<file path="config.mk">
export PLATFORM = sky130hd
export DESIGN_NAME = amp_pwr_seq
export DESIGN_NICKNAME = d
export VERILOG_FILES = /design/src/rtl/amp_pwr_pkg.sv /design/src/rtl/flt_filter.sv /design/src/rtl/amp_pwr_seq.sv
export SDC_FILE = /design/constraint.sdc
export NUM_CORES = 1
export LEC_CHECK = 0
export ABC_CLOCK_PERIOD_IN_PS = 4200
export BUFFER_PORTS_ARGS = -buffer_cell sky130_fd_sc_hd__buf_2
export CELL_PAD_IN_SITES_DETAIL_PLACEMENT = 1
export CELL_PAD_IN_SITES_GLOBAL_PLACEMENT = 2
export CORE_UTILIZATION = 40
export CTS_CLUSTER_DIAMETER = 30
export DETAILED_ROUTE_END_ITERATION = 10
export GPL_TIMING_DRIVEN = 0
export HOLD_SLACK_MARGIN = 0.15
export PLACE_DENSITY_LB_ADDON = 0.1
export SLEW_MARGIN = 10
export SYNTH_ARGS = -nofsm -noshare
export SYNTH_HDL_FRONTEND = slang
export SYNTH_SLANG_ARGS = --single-unit
</file>
<file path="constraint.sdc">
create_clock -name clk -period 4.2 [get_ports clk]
set_input_delay 0.21 -clock clk [delete_from_list [all_inputs] [get_ports clk]]
set_output_delay 0.21 -clock clk [all_outputs]
set_load 0.05 [all_outputs]
</file>
<file path="src/rtl/amp_pwr_pkg.sv">
// Shared types and constants for the amplifier power sequencer.
package amp_pwr_pkg;

  typedef enum logic [2:0] {
    STARTUP,
    SETTLE,
    RAMP,
    RUN,
    FAULT,
    LOCKOUT
  } pwr_state_t;

  localparam int GAIN_W = 12;
  localparam logic [GAIN_W-1:0] GAIN_MAX = 12'hFFF;

  // Default retry interval sets the nominal counter width; the top re-sizes
  // the counter from its actual parameters so overrides stay safe.
  localparam int RETRY_CYC_DEF = 2500000;
  localparam int CNT_W         = $clog2(RETRY_CYC_DEF + 1);

  // Largest of the three timed intervals, used to size the shared counter.
  function automatic int max3(input int a, input int b, input int c);
    int m;
    m = (a > b) ? a : b;
    return (m > c) ? m : c;
  endfunction

endpackage

</file>
<file path="src/rtl/flt_filter.sv">
// Synchronizer plus consecutive-low qualifier for an active-low async input.
// Emits a single-cycle pulse once the input has been low for FLT_FILT
// synchronized samples; it re-arms only after the input goes high again.
module flt_filter #(
  parameter int FLT_FILT = 4
) (
  input  logic clk,
  input  logic rst_n,
  input  logic i_in_n,
  output logic o_pulse
);

  localparam int FW = $clog2(FLT_FILT + 1);
  localparam logic [FW-1:0] C_FILT    = FW'(FLT_FILT);
  localparam logic [FW-1:0] C_FILT_M1 = FW'(FLT_FILT - 1);

  logic [1:0]    r_sync;
  logic [FW-1:0] r_cnt;
  logic          w_low;

  assign w_low = ~r_sync[1];

  // Two-flop synchronizer; idles high so reset does not look like a fault.
  always_ff @(posedge clk or negedge rst_n) begin
    if (!rst_n) r_sync <= 2'b11;
    else        r_sync <= {r_sync[0], i_in_n};
  end

  // Count consecutive low samples, saturate at the threshold, clear on high.
  always_ff @(posedge clk or negedge rst_n) begin
    if (!rst_n)             r_cnt <= '0;
    else if (!w_low)        r_cnt <= '0;
    else if (r_cnt != C_FILT) r_cnt <= r_cnt + 1'b1;
  end

  // One-shot: fires on the sample that brings the count to the threshold.
  always_ff @(posedge clk or negedge rst_n) begin
    if (!rst_n) o_pulse <= 1'b0;
    else        o_pulse <= w_low && (r_cnt == C_FILT_M1);
  end

endmodule

</file>
<file path="src/rtl/amp_pwr_seq.sv">
// Class-D amplifier power sequencer: startup delay gated on EQ queue fill,
// settle-while-muted, soft-start gain ramp, and fault retry with lockout.
module amp_pwr_seq
  import amp_pwr_pkg::*;
#(
  parameter int STARTUP_CYC = 250000,
  parameter int SETTLE_CYC  = 5000,
  parameter int RETRY_CYC   = 2500000,
  parameter int FLT_FILT    = 4,
  parameter int RAMP_STEP   = 16,
  parameter int MAX_RETRY   = 3
) (
  input  logic              clk,
  input  logic              rst_n,
  input  logic              vld,
  input  logic              seq_low,
  input  logic              Flt_n,
  output logic              sht_dwn,
  output logic [GAIN_W-1:0] gain,
  output logic              mute,
  output logic [1:0]        flt_cnt,
  output logic              lockout
);

  localparam int CW = $clog2(max3(STARTUP_CYC, SETTLE_CYC, RETRY_CYC) + 1);
  localparam logic [CW-1:0] C_START_TC  = CW'(STARTUP_CYC - 1);
  localparam logic [CW-1:0] C_SETTLE_TC = CW'(SETTLE_CYC - 1);
  localparam logic [CW-1:0] C_RETRY_TC  = CW'(RETRY_CYC - 1);
  localparam logic [GAIN_W:0] C_STEP    = (GAIN_W+1)'(RAMP_STEP);
  localparam logic [GAIN_W:0] C_GMAX    = {1'b0, GAIN_MAX};

  pwr_state_t       r_state;
  logic [CW-1:0]    r_cnt;
  logic             w_flt_q;
  logic [GAIN_W:0]  w_sum;
  logic             w_sat;
  logic             w_last_retry;
  logic [1:0]       w_flt_cnt_nxt;

  flt_filter #(
    .FLT_FILT (FLT_FILT)
  ) u_flt (
    .clk     (clk),
    .rst_n   (rst_n),
    .i_in_n  (Flt_n),
    .o_pulse (w_flt_q)
  );

  // Ramp arithmetic carries one extra bit so overflow past unity is clamped.
  assign w_sum         = {1'b0, gain} + C_STEP;
  assign w_sat         = (w_sum >= C_GMAX);
  assign w_last_retry  = (int'(flt_cnt) == MAX_RETRY);
  assign w_flt_cnt_nxt = (flt_cnt == 2'd3) ? 2'd3 : flt_cnt + 2'd1;

  // Sequencer FSM; all outputs are registered alongside the state.
  always_ff @(posedge clk or negedge rst_n) begin
    if (!rst_n) begin
      r_state <= STARTUP;
      r_cnt   <= '0;
      sht_dwn <= 1'b1;
      gain    <= '0;
      mute    <= 1'b1;
      flt_cnt <= 2'd0;
      lockout <= 1'b0;
    end else begin
      case (r_state)
        // Amp off; wait out the startup delay, then hold for queue fill.
        STARTUP: begin
          if (r_cnt == C_START_TC) begin
            if (seq_low) begin
              r_state <= SETTLE;
              r_cnt   <= '0;
              sht_dwn <= 1'b0;
              gain    <= '0;
              mute    <= 1'b1;
            end
          end else begin
            r_cnt <= r_cnt + 1'b1;
          end
        end

        // Active states: a qualified fault preempts every other transition.
        SETTLE, RAMP, RUN: begin
          if (w_flt_q) begin
            r_state <= w_last_retry ? LOCKOUT : FAULT;
            lockout <= w_last_retry;
            r_cnt   <= '0;
            sht_dwn <= 1'b1;
            gain    <= '0;
            mute    <= 1'b1;
            flt_cnt <= w_flt_cnt_nxt;
          end else if (r_state == SETTLE) begin
            if (r_cnt == C_SETTLE_TC) begin
              r_state <= RAMP;
              r_cnt   <= '0;
            end else begin
              r_cnt <= r_cnt + 1'b1;
            end
          end else if (r_state == RAMP) begin
            if (vld) begin
              if (w_sat) begin
                gain    <= GAIN_MAX;
                mute    <= 1'b0;
                r_state <= RUN;
              end else begin
                gain <= w_sum[GAIN_W-1:0];
              end
            end
          end
        end

        // Shut down for the retry interval; a repeat fault restarts it.
        FAULT: begin
          if (w_flt_q) begin
            r_cnt <= '0;
          end else if (r_cnt == C_RETRY_TC) begin
            r_state <= STARTUP;
            r_cnt   <= C_START_TC;
          end else begin
            r_cnt <= r_cnt + 1'b1;
          end
        end

        // Terminal: only reset leaves this state.
        LOCKOUT: begin
          sht_dwn <= 1'b1;
          gain    <= '0;
          mute    <= 1'b1;
          lockout <= 1'b1;
        end

        default: begin
          r_state <= STARTUP;
          r_cnt   <= '0;
          sht_dwn <= 1'b1;
          gain    <= '0;
          mute    <= 1'b1;
        end
      endcase
    end
  end

endmodule

</file>
After elaboration in Yosys (flattened, before gate mapping)
Index checks and enable logic that the tools add are counted.
- logic and storage cells: 102
- bits in registers: 48
- bits of input ports: 5
- order comparisons: 1
- reduce and logical (&&, ||, !) cells: 12
- bitwise logic cells: 3
- equality and inequality tests: 27
- muxes and demuxes: 45
- $add $sub $neg: 4
- operator list (cell ; count):
    two-way mux 22 bit ; 7
    one-hot mux 22 bit (4 select lines) ; 1
    two-way mux 12 bit ; 7
    two-way mux 3 bit ; 12
    one-hot mux 12 bit (3 select lines) ; 1
    adder 22 x 1 -> 22 bit, second input constant ; 1
    == test 22 x 13 -> 1 bit, second input constant ; 1
    == test 22 x 18 -> 1 bit, second input constant ; 1
    == test 22 bit, second input constant ; 1
    inequality test 4 x 3 -> 1 bit, second input constant ; 4
    inequality test 3 x 2 -> 1 bit, second input constant ; 5
    adder 12 x 5 -> 13 bit, second input constant ; 1
    >= comparator 13 x 12 -> 1 bit, second input constant ; 1
    two-way mux 1 bit ; 12
    one-hot mux 3 bit (4 select lines) ; 1
    == test 3 x 2 -> 1 bit, second input constant ; 3
    AND reduction 9 bit ; 1
    inequality test 2 bit, second input constant ; 4
    AND reduction 7 bit ; 1
    == test 3 bit, second input constant ; 2
    inequality test 3 bit, second input constant ; 2
    one-hot mux 1 bit (3 select lines) ; 2
    AND reduction 6 bit ; 1
    AND reduction 2 bit ; 2
    15 further kinds ; 18

Logic depth before layout (Yosys ltp)
Gate-level depths: netlist of run 1.
- depth after elaboration: 8
- gate-level depth with buffers: 9
- depth with buffers taken out: 8

Modules after synthesis
A second synthesis of run 1 with hierarchy kept.
- cells, all modules: 327
- area, all modules: 2844.0 µm²
- by module, submodules not included (module ; sequential area each (µm²) ; times used ; cells an instance ; area an instance (µm²)):
    amp_pwr_seq ; 978.4 ; 1 ; 306 ; 2586.2
    flt_filter ; 152.6 ; 1 ; 21 ; 257.7

Worst setup path after synthesis of run 1
OpenSTA, ideal clock, no wires.
- path type: flip-flop to flip-flop
- from: register gain[4]
- to: register r_state[0]
- path buffers: 1
- data required time: 4.072 ns
- path slack: 1.776 ns
- cell stages (with the launch flop): 8
- setup time: 0.128 ns
- arrival time: 2.297 ns
- cells stage by stage: dfrtp_1 -> ha_1 -> or4_1 -> a31oi_1 -> o211a_1 -> clkbuf_1 -> o21ai_1 -> mux2_1
- word-level cells in the longest chain between the ends: 4
- ends and longest elaborated chain (element ; RTL line ; source):
    start: declaration ; amp_pwr_seq.sv:19 ; output logic [GAIN_W-1:0] gain,
    start signal: assignment ; amp_pwr_seq.sv:106 ; gain <= w_sum[GAIN_W-1:0];
    adder 12 x 5 -> 13 bit ; amp_pwr_seq.sv:50 ; assign w_sum = {1'b0, gain} + C_STEP;
    >= comparator 13 x 12 -> 1 bit ; amp_pwr_seq.sv:51 ; assign w_sat = (w_sum >= C_GMAX);
    inequality test 4 x 3 -> 1 bit (no source line) ; n/a ;
    AND reduction 9 bit (no source line) ; n/a ;
    end signal: assignment ; amp_pwr_seq.sv:85 ; r_state <= w_last_retry ? LOCKOUT : FAULT;
    end: declaration ; amp_pwr_seq.sv:32 ; pwr_state_t r_state;
No other way between the ends.
A chain may end at the register's enable or synchronous reset.

Worst setup path in the final report of run 1
- from: register u_flt.o_pulse
- to: register r_cnt[14]
- word-level cells in the longest chain between the ends: 2
- elaborated cells on any way between the ends: 5
- classes of those cells: 1 x eq/ne; 3 x mux; 1 x reduce/logical
- ends and longest elaborated chain (element ; RTL line ; source):
    start: declaration ; flt_filter.sv:10 ; output logic o_pulse
    start signal: assignment ; flt_filter.sv:39 ; else o_pulse <= w_low && (r_cnt == C_FILT_M1);
    two-way mux 22 bit, or another cell as far along ; amp_pwr_seq.sv:114 ; if (w_flt_q) begin
    one-hot mux 22 bit (4 select lines) / AND reduction 3 bit (equally long branches) ; n/a ;
    end signal: assignment ; amp_pwr_seq.sv:78 ; r_cnt <= r_cnt + 1'b1;
    end signal: assignment ; amp_pwr_seq.sv:97 ; r_cnt <= r_cnt + 1'b1;
    end signal: assignment ; amp_pwr_seq.sv:120 ; r_cnt <= r_cnt + 1'b1;
    end: declaration ; amp_pwr_seq.sv:33 ; logic [CW-1:0] r_cnt;
Several ways; a longest one is shown, not always the timed one.

==> impl_metrics.csv, run 1 <==
group,metric,value,unit
min_path,worstHoldEndpoint,"u_flt.r_sync[1]$_DFF_PN1_",
cts,cts.path.max_buffers,2,
floorplan,fp.coreArea,6870,um2
yosys,yosysTopAreaCell,"dfrtp_1",
setup_path,path_cells,"clkbuf_1, nor3_2, o21ai_2, a31oi_1, buf_2, nand3_1, nand3_1",
final_layout,final_nets,362,
setup_path,startpoint_type,"register",
min_path,hold_depth,0,
yosys,yosysUniqueCellTypes,62,
yosys,ys_seq_area_share,39.5,%
floorplan,dieArea,7500,um2
setup_path,crit_required,4.45,ns
place,gp_congestion,0.787,
yosys,synth_nets,332,
detailed_routing,detail-route-antenna-nets,0,
power,leakagePower,1.51,nW
sta,drv_slew,0,
global_routing,grt_max_degree,46,
global_routing,gr-total-overflow,0,
cts,cts_made_buffers,5,
detailed_routing,vias,2558,
setup_path,path_common_cell,"nand3_1",
outcome,run_status,"finished, final reports clean",
sta,finalHoldViolCount,0,
cts,cts_resized,0,
cts,cts_num_sinks,45,
cts,cts_setup_buffers,0,
cts,clockRootBuffer,"clkbuf_8",
sta,fin_crit_sh,58.5,%
yosys,synth_edf_count,0,
sta,finalClockSkew,0.00629,ns
setup_path,crit_buf_inv,2,
final_layout,design_area,3220,um2
yosys,yosys_warnings,0,
cts,cts_hold_buffers,2,
sta,fin_crit,2.46,ns
place,place_hpwl,5510,um
setup_path,crit_path_end_kind,"register",
yosys,netlist.area_leader.share,35.9,%
sta,fmax,407,MHz
min_path,holdCritStartpoint,"u_flt.r_sync[0]$_DFF_PN1_",
setup_path,cp.arrival,2.70,ns
cts,clkLatencyLatePin,0.30,ns
final_layout,drive_above_1_share,17.3,%
floorplan,pin_count,22,
yosys,synth_seq_cells,45,
yosys,async_reset_ff_share,100,%
setup_path,r2r_slack,1.74,ns
setup_path,path_max_fanout,10,
sta,setup_violations,0,
setup_path,cpLargestDelayFamily,"simple AND/OR/NAND/NOR gates",
setup_path,rr_worst_depth,7,
sta,tns,0,ns
cts,clk_pin_slew_worst_paths,0.10,ns
detailed_routing,wl_per_cell,17.1,um
power,power,874,uW
cts,htreeDepth,2,
detailed_routing,wl,7670,um
detailed_routing,via_per_inst,5.71,
place,dpl_cell_area,3090,um2
global_routing,grt_pass1_vias,2613,
floorplan,fp-row-count,30,
sta,rsz0062_at_grt,"no",
setup_path,slowest_stage,"nor3_2",
setup_path,cp_slowest_stage_delay,0.66,ns
setup_path,reg2reg_from,"u_flt.o_pulse$_DFF_PN0_",
global_routing,grt_pass1_wl,13300,um
yosys,synth_ff_type,"dfrtp_1",
global_routing,antenna_found_initial,0,
power,p_per_area,271,nW/um2
sta,maxSlewHeadroom,29.1,%
run,max-cap-violations,0,
yosys,syn_inst,321,
global_routing,grt_use_total,22.6,%
final_layout,nFillCells,839,
detailed_routing,drt_first_pass_iters,4,
yosys,synth_area,2860,um2
floorplan,die_w,86.6,um
detailed_routing,drt_iter0_markers,67,
setup_path,criticalPathCategory,"register to register",
yosys,syn_avg_cell_area,8.91,um2
place,port_buffers,21,
setup_path,reg2reg_to,"r_cnt[14]$_DFFE_PN0P_",
yosys,synthTopCellsByArea,"dfrtp_1 (36%), a22o_1 (4.6%), nand2_1 (4.6%)",
final_layout,antennaDiodeCount,0,
cts,cts_tree,"done",
floorplan,start_util,41.7,%
min_path,hp-class,"register to register",
detailed_routing,drc,0,
power,ir_worst_vdd,157,uV
floorplan,die_h,86.6,um
sta,tightest_slew,1.06,ns
final_layout,areaGrowthSynthToFinish,12.6,%
cells in the mapped netlist (all sizes together), types with 2 or more instances:
cell and n:
o22a 2, ha 6, a22o 15, nor2b 8
o31ai 2, dfstp 4, inv 13, a311oi 2
nor3 3, clkbuf 5, a41oi 3, nor2 33
and2 3, o211ai 4, a31oi 3, nand2b 2
o21a 2, o21ai 21, or4 2, nor4b 2
nand3 16, buf 13, or2 3, or3 4
nand4 7, o211a 2, a21o 15, nand2 36
a22oi 2, dfrtp 41, and4 5, nor4 2
a21oi 22, and3 6
cells in the final DEF (no fill, tap or decap), types with 2 or more instances in the layout:
cell            n
o22a_1          2
or2_2           2
nand4_2         2
inv_1          12
o211a_1         2
clkbuf_8        5
nand2b_1        2
nor2b_1         7
nand3_1        16
nand2_1        35
a41oi_1         3
a21o_1         15
dlygate4sd3_1   2
o21a_1          2
nor2_1         33
o211ai_1        2
or3_1           4
nor3_1          2
buf_6           4
a22oi_1         2
o211ai_4        2
ha_1            6
and3_1          6
o21ai_0        13
a22o_1         15
and2_1          3
nand4_1         5
a21oi_1        22
o21ai_1         7
dfrtp_1        41
dfstp_2         4
buf_2          23
clkbuf_1        5
a31oi_1         3
nor4_1          2
and4_1          5
buf_4           6
cell families (layout without fill, tap and decap cells):
family	after synthesis	count (layout)	share of synthesized area, %
xor+xnor	1	1	0.306
buf+inv	31	62	6.38
compound gates	100	100	25.1
simple gates	136	136	25.3
flops	45	45	39.5
mux	2	2	0.743
fa+ha+maj	6	6	2.62
how the worst max path moves through the flow:
stage	depth (start not counted)	endpoint	slack [ns]	from
after floorplan	7	r_state[0]$_DFFE_PN0P_	1.78	gain[4]$_DFFE_PN0P_
after global placement	7	r_cnt[7]$_DFFE_PN0P_	1.76	u_flt.o_pulse$_DFF_PN0_
after detailed placement	7	r_cnt[14]$_DFFE_PN0P_	1.73	u_flt.o_pulse$_DFF_PN0_
after CTS	7	r_cnt[14]$_DFFE_PN0P_	1.70	u_flt.o_pulse$_DFF_PN0_
after global routing	7	r_cnt[14]$_DFFE_PN0P_	1.50	u_flt.o_pulse$_DFF_PN0_
final	7	r_cnt[14]$_DFFE_PN0P_	1.74	u_flt.o_pulse$_DFF_PN0_
where the power goes:
group	internal [mW]	switching [mW]	total [mW]
logic	0.0272	0.0396	0.0668
clock network	0.178	0.168	0.346
registers	0.449	0.0120	0.461
state kept, by name (all words and copies together), names as in the netlist:
name / cells
r_cnt: 22
gain: 9
r_state: 3
u_flt.r_cnt: 3
flt_cnt: 2
u_flt.r_sync: 2
lockout: 1
mute: 1
sht_dwn: 1
u_flt.o_pulse: 1
area by class of cell:
type                    count  area [um2]  area share (%)
multi-input cells         245        1550            48.0
flip-flops and latches     45        1130            35.1
plain buffers              18         134            4.16
repair buffers             23         125            3.88
well taps                  96         120            3.73
clock buffers               5        68.8            2.14
inverters                  13        48.8            1.51
clock inverters             3        46.3            1.44
stage by stage:
step	util, %	hold slack (ns)	setup WS, ns	instances
finish	46.9	0.361	1.74	448
global route	46.9	0.369	1.50	448
global placement	44.9	0.315	1.76	438
floorplan	-	-0.0856	1.78	321
CTS	46.9	0.362	1.70	448
detailed placement	44.9	0.317	1.73	438
per-layer routing:
metal  global-route usage [%]  vias to the layer above  wire [um]
met3                     2.95                        6        165
met2                     39.8                       30       3810
met4                     4.85                        0         66
li1                         -                     1222          -
met1                     29.8                     1300       3630
met5                        0                        -          0
Note: power is estimated with default switching activity, not from simulation.
==> inputs of run 2 (changes only) <==
ABC_CLOCK_PERIOD_IN_PS = 2500   (was 4200)
CORE_UTILIZATION = 37   (was 40)
clock period = 2.5 ns   (was 4.2 ns; I/O delays follow)
==> impl_metrics.csv, run 2 (synthesis gave the netlist of run 1 again) <==
group,metric,value,unit
cts,cts.path.max_buffers,2,
cts,clkLatencyLatePin,0.30,ns
detailed_routing,vias,2497,
setup_path,crit_required,2.69,ns
final_layout,layout_common_cells,"dfrtp_1 (40), nand2_1 (35), nor2_1 (33), a21oi_1 (22), buf_2 (22)",
sta,fmax,425,MHz
power,internal_power,999,uW
cts,htreeDepth,2,
final_layout,seq_area,1130,um2
sta,tightest_slew,0.611,ns
floorplan,fp.coreArea,7370,um2
place,dp_slack,0.0391,ns
detailed_routing,drc,0,
sta,fin_crit,2.35,ns
detailed_routing,via_per_inst,5.54,
sta,setup_violations,0,
setup_path,criticalPathCategory,"register to register",
setup_path,cp_slowest_stage_delay,0.49,ns
setup_path,slowest_stage,"or4_4",
global_routing,grt_max_degree,46,
setup_path,path_cells,"ha_2, nand3_2, or4_4, o211ai_4, o211ai_4, buf_6, a21o_1, a22o_1",
global_routing,grt_pass1_vias,2554,
setup_path,cp.arrival,2.55,ns
sta,drv_slew,0,
power,clockPowerShare,34.8,%
power,swShare,26.7,%
detailed_routing,drt_first_pass_iters,6,
place,port_buffers,21,
final_layout,final_common_cell,"dfrtp_1",
cts,cts_num_sinks,45,
setup_path,path_common_cell,"o211ai_4",
global_routing,antenna_found_initial,0,
place,dpl_cell_area,3090,um2
power,seq_power_share,56.9,%
global_routing,grt_pass1_wl,13000,um
cts,clockRootBuffer,"clkbuf_8",
detailed_routing,detail-route-antenna-nets,0,
floorplan,pin_count,22,
cts,cts_tree,"done",
global_routing,gr-total-overflow,0,
place,gp_congestion,0.765,
outcome,run_status,"finished, final reports clean",
floorplan,start_util,38.8,%
final_layout,nFillCells,886,
min_path,hp-class,"input pin to register",
cts,clk_pin_slew_worst_paths,0.09,ns
setup_path,startpoint_type,"register",
sta,rsz0062_at_grt,"no",
detailed_routing,wl_per_cell,16.5,um
sta,tns,0,ns
run,max-cap-violations,0,
final_layout,antennaDiodeCount,0,
power,ir_worst_vdd,204,uV
final_layout,final_nets,362,
sta,fin_crit_sh,94.2,%
final_layout,drive_above_1_share,19.9,%
detailed_routing,wl,7450,um
floorplan,die_w,89.9,um
place,place_hpwl,5260,um
setup_path,path_max_fanout,10,
final_layout,design_area,3250,um2
power,p_per_area,419,nW/um2
sta,setup_ws,0.146,ns
floorplan,dieArea,8090,um2
power,combPwrFrac,8.4,%
setup_path,crit_path_end_kind,"register",
cts,cts_made_buffers,5,
final_layout,largest_reg_flops,22,
final_layout,largest_register,"r_cnt",
sta,finalHoldViolCount,0,
sta,maxSlewHeadroom,59.3,%
final_layout,areaGrowthSynthToFinish,13.6,%
final_layout,top_regs,"r_cnt x22, gain x9",
global_routing,grt_use_total,20.0,%
power,leakagePower,1.51,nW
power,p_switching,363,uW
detailed_routing,drt_iter0_markers,81,
floorplan,die_h,89.9,um
floorplan,fp-row-count,31,
sta,finalClockSkew,0.00735,ns
final_layout,multi_input_area,1580,um2
[run 2: cell type report]
cell class	instances	area share, %
Multi-Input combinational cell	245	48.7
Sequential cell	45	34.8
Timing Repair Buffer	25	4.39
Buffer	16	3.97
Tap cell	99	3.81
Clock buffer	5	2.12
Inverter	13	1.50
Clock inverter	3	0.655
[run 2: stage by stage]
step                hold WS, ns  cells  utilization, %  power (mW)
floorplan                -0.171    321               -       0.860
global placement          0.231    441            41.9       0.897
detailed placement        0.232    441            41.9       0.903
CTS                       0.315    451            43.4        1.40
global route              0.348    451            44.1        1.45
finish                    0.326    451            44.1        1.36
[run 2: final timing paths]
kind | startpoint | endpoint | slack [ns] | depth (start not counted)
min in group asynchronous | rst_n | gain[10]$_DFFE_PN0P_ | 0.36 | 2
max in group asynchronous | rst_n | r_cnt[15]$_DFFE_PN0P_ | 1.70 | 2
min reg2reg | u_flt.r_sync[0]$_DFF_PN1_ | u_flt.r_sync[1]$_DFF_PN1_ | 0.36 | 0
max reg2reg | r_cnt[0]$_DFFE_PN0P_ | r_cnt[13]$_DFFE_PN0P_ | 0.15 | 8
max | r_cnt[0]$_DFFE_PN0P_ | r_cnt[13]$_DFFE_PN0P_ | 0.15 | 8
min | seq_low | sht_dwn$_DFFE_PN1P_ | 0.33 | 4
[run 2: critical path: cells and delay by family, from the launching register on]
| kind | cells | cell delay, ns |
|---|---|---|
| fa+ha+maj | 1 | 0.24 |
| simple gates | 2 | 0.63 |
| compound gates | 4 | 0.81 |
| buf+inv | 1 | 0.17 |
| flops | 1 | 0.39 |
[run 2: what timing repair did]
action,4_1_cts,5_1_grt
setup endpoints to repair,0,32
gates resized for setup,0,11
hold buffers,2,0
buffers inserted,0,2
endpoints found under the hold margin,42,0
[run 2: per-layer routing]
| metal | part of all wire, % | track usage [%] | up-vias |
|---|---|---|---|
| met4 | 1.0 | 6.32 | 0 |
| met2 | 48 | 31.9 | 29 |
| met3 | 1.9 | 3.21 | 8 |
| li1 | - | - | 1222 |
| met5 | 0 | 0 | - |
| met1 | 49 | 27.8 | 1238 |
[run 2: power by group through the flow]
stage               clock network (mW)  registers (mW)  logic [mW]
floorplan                            0           0.783      0.0763
global placement                     0           0.788       0.109
detailed placement                   0           0.789       0.115
CTS                              0.509           0.775       0.118
global route                     0.529           0.779       0.143
finish                           0.473           0.775       0.114
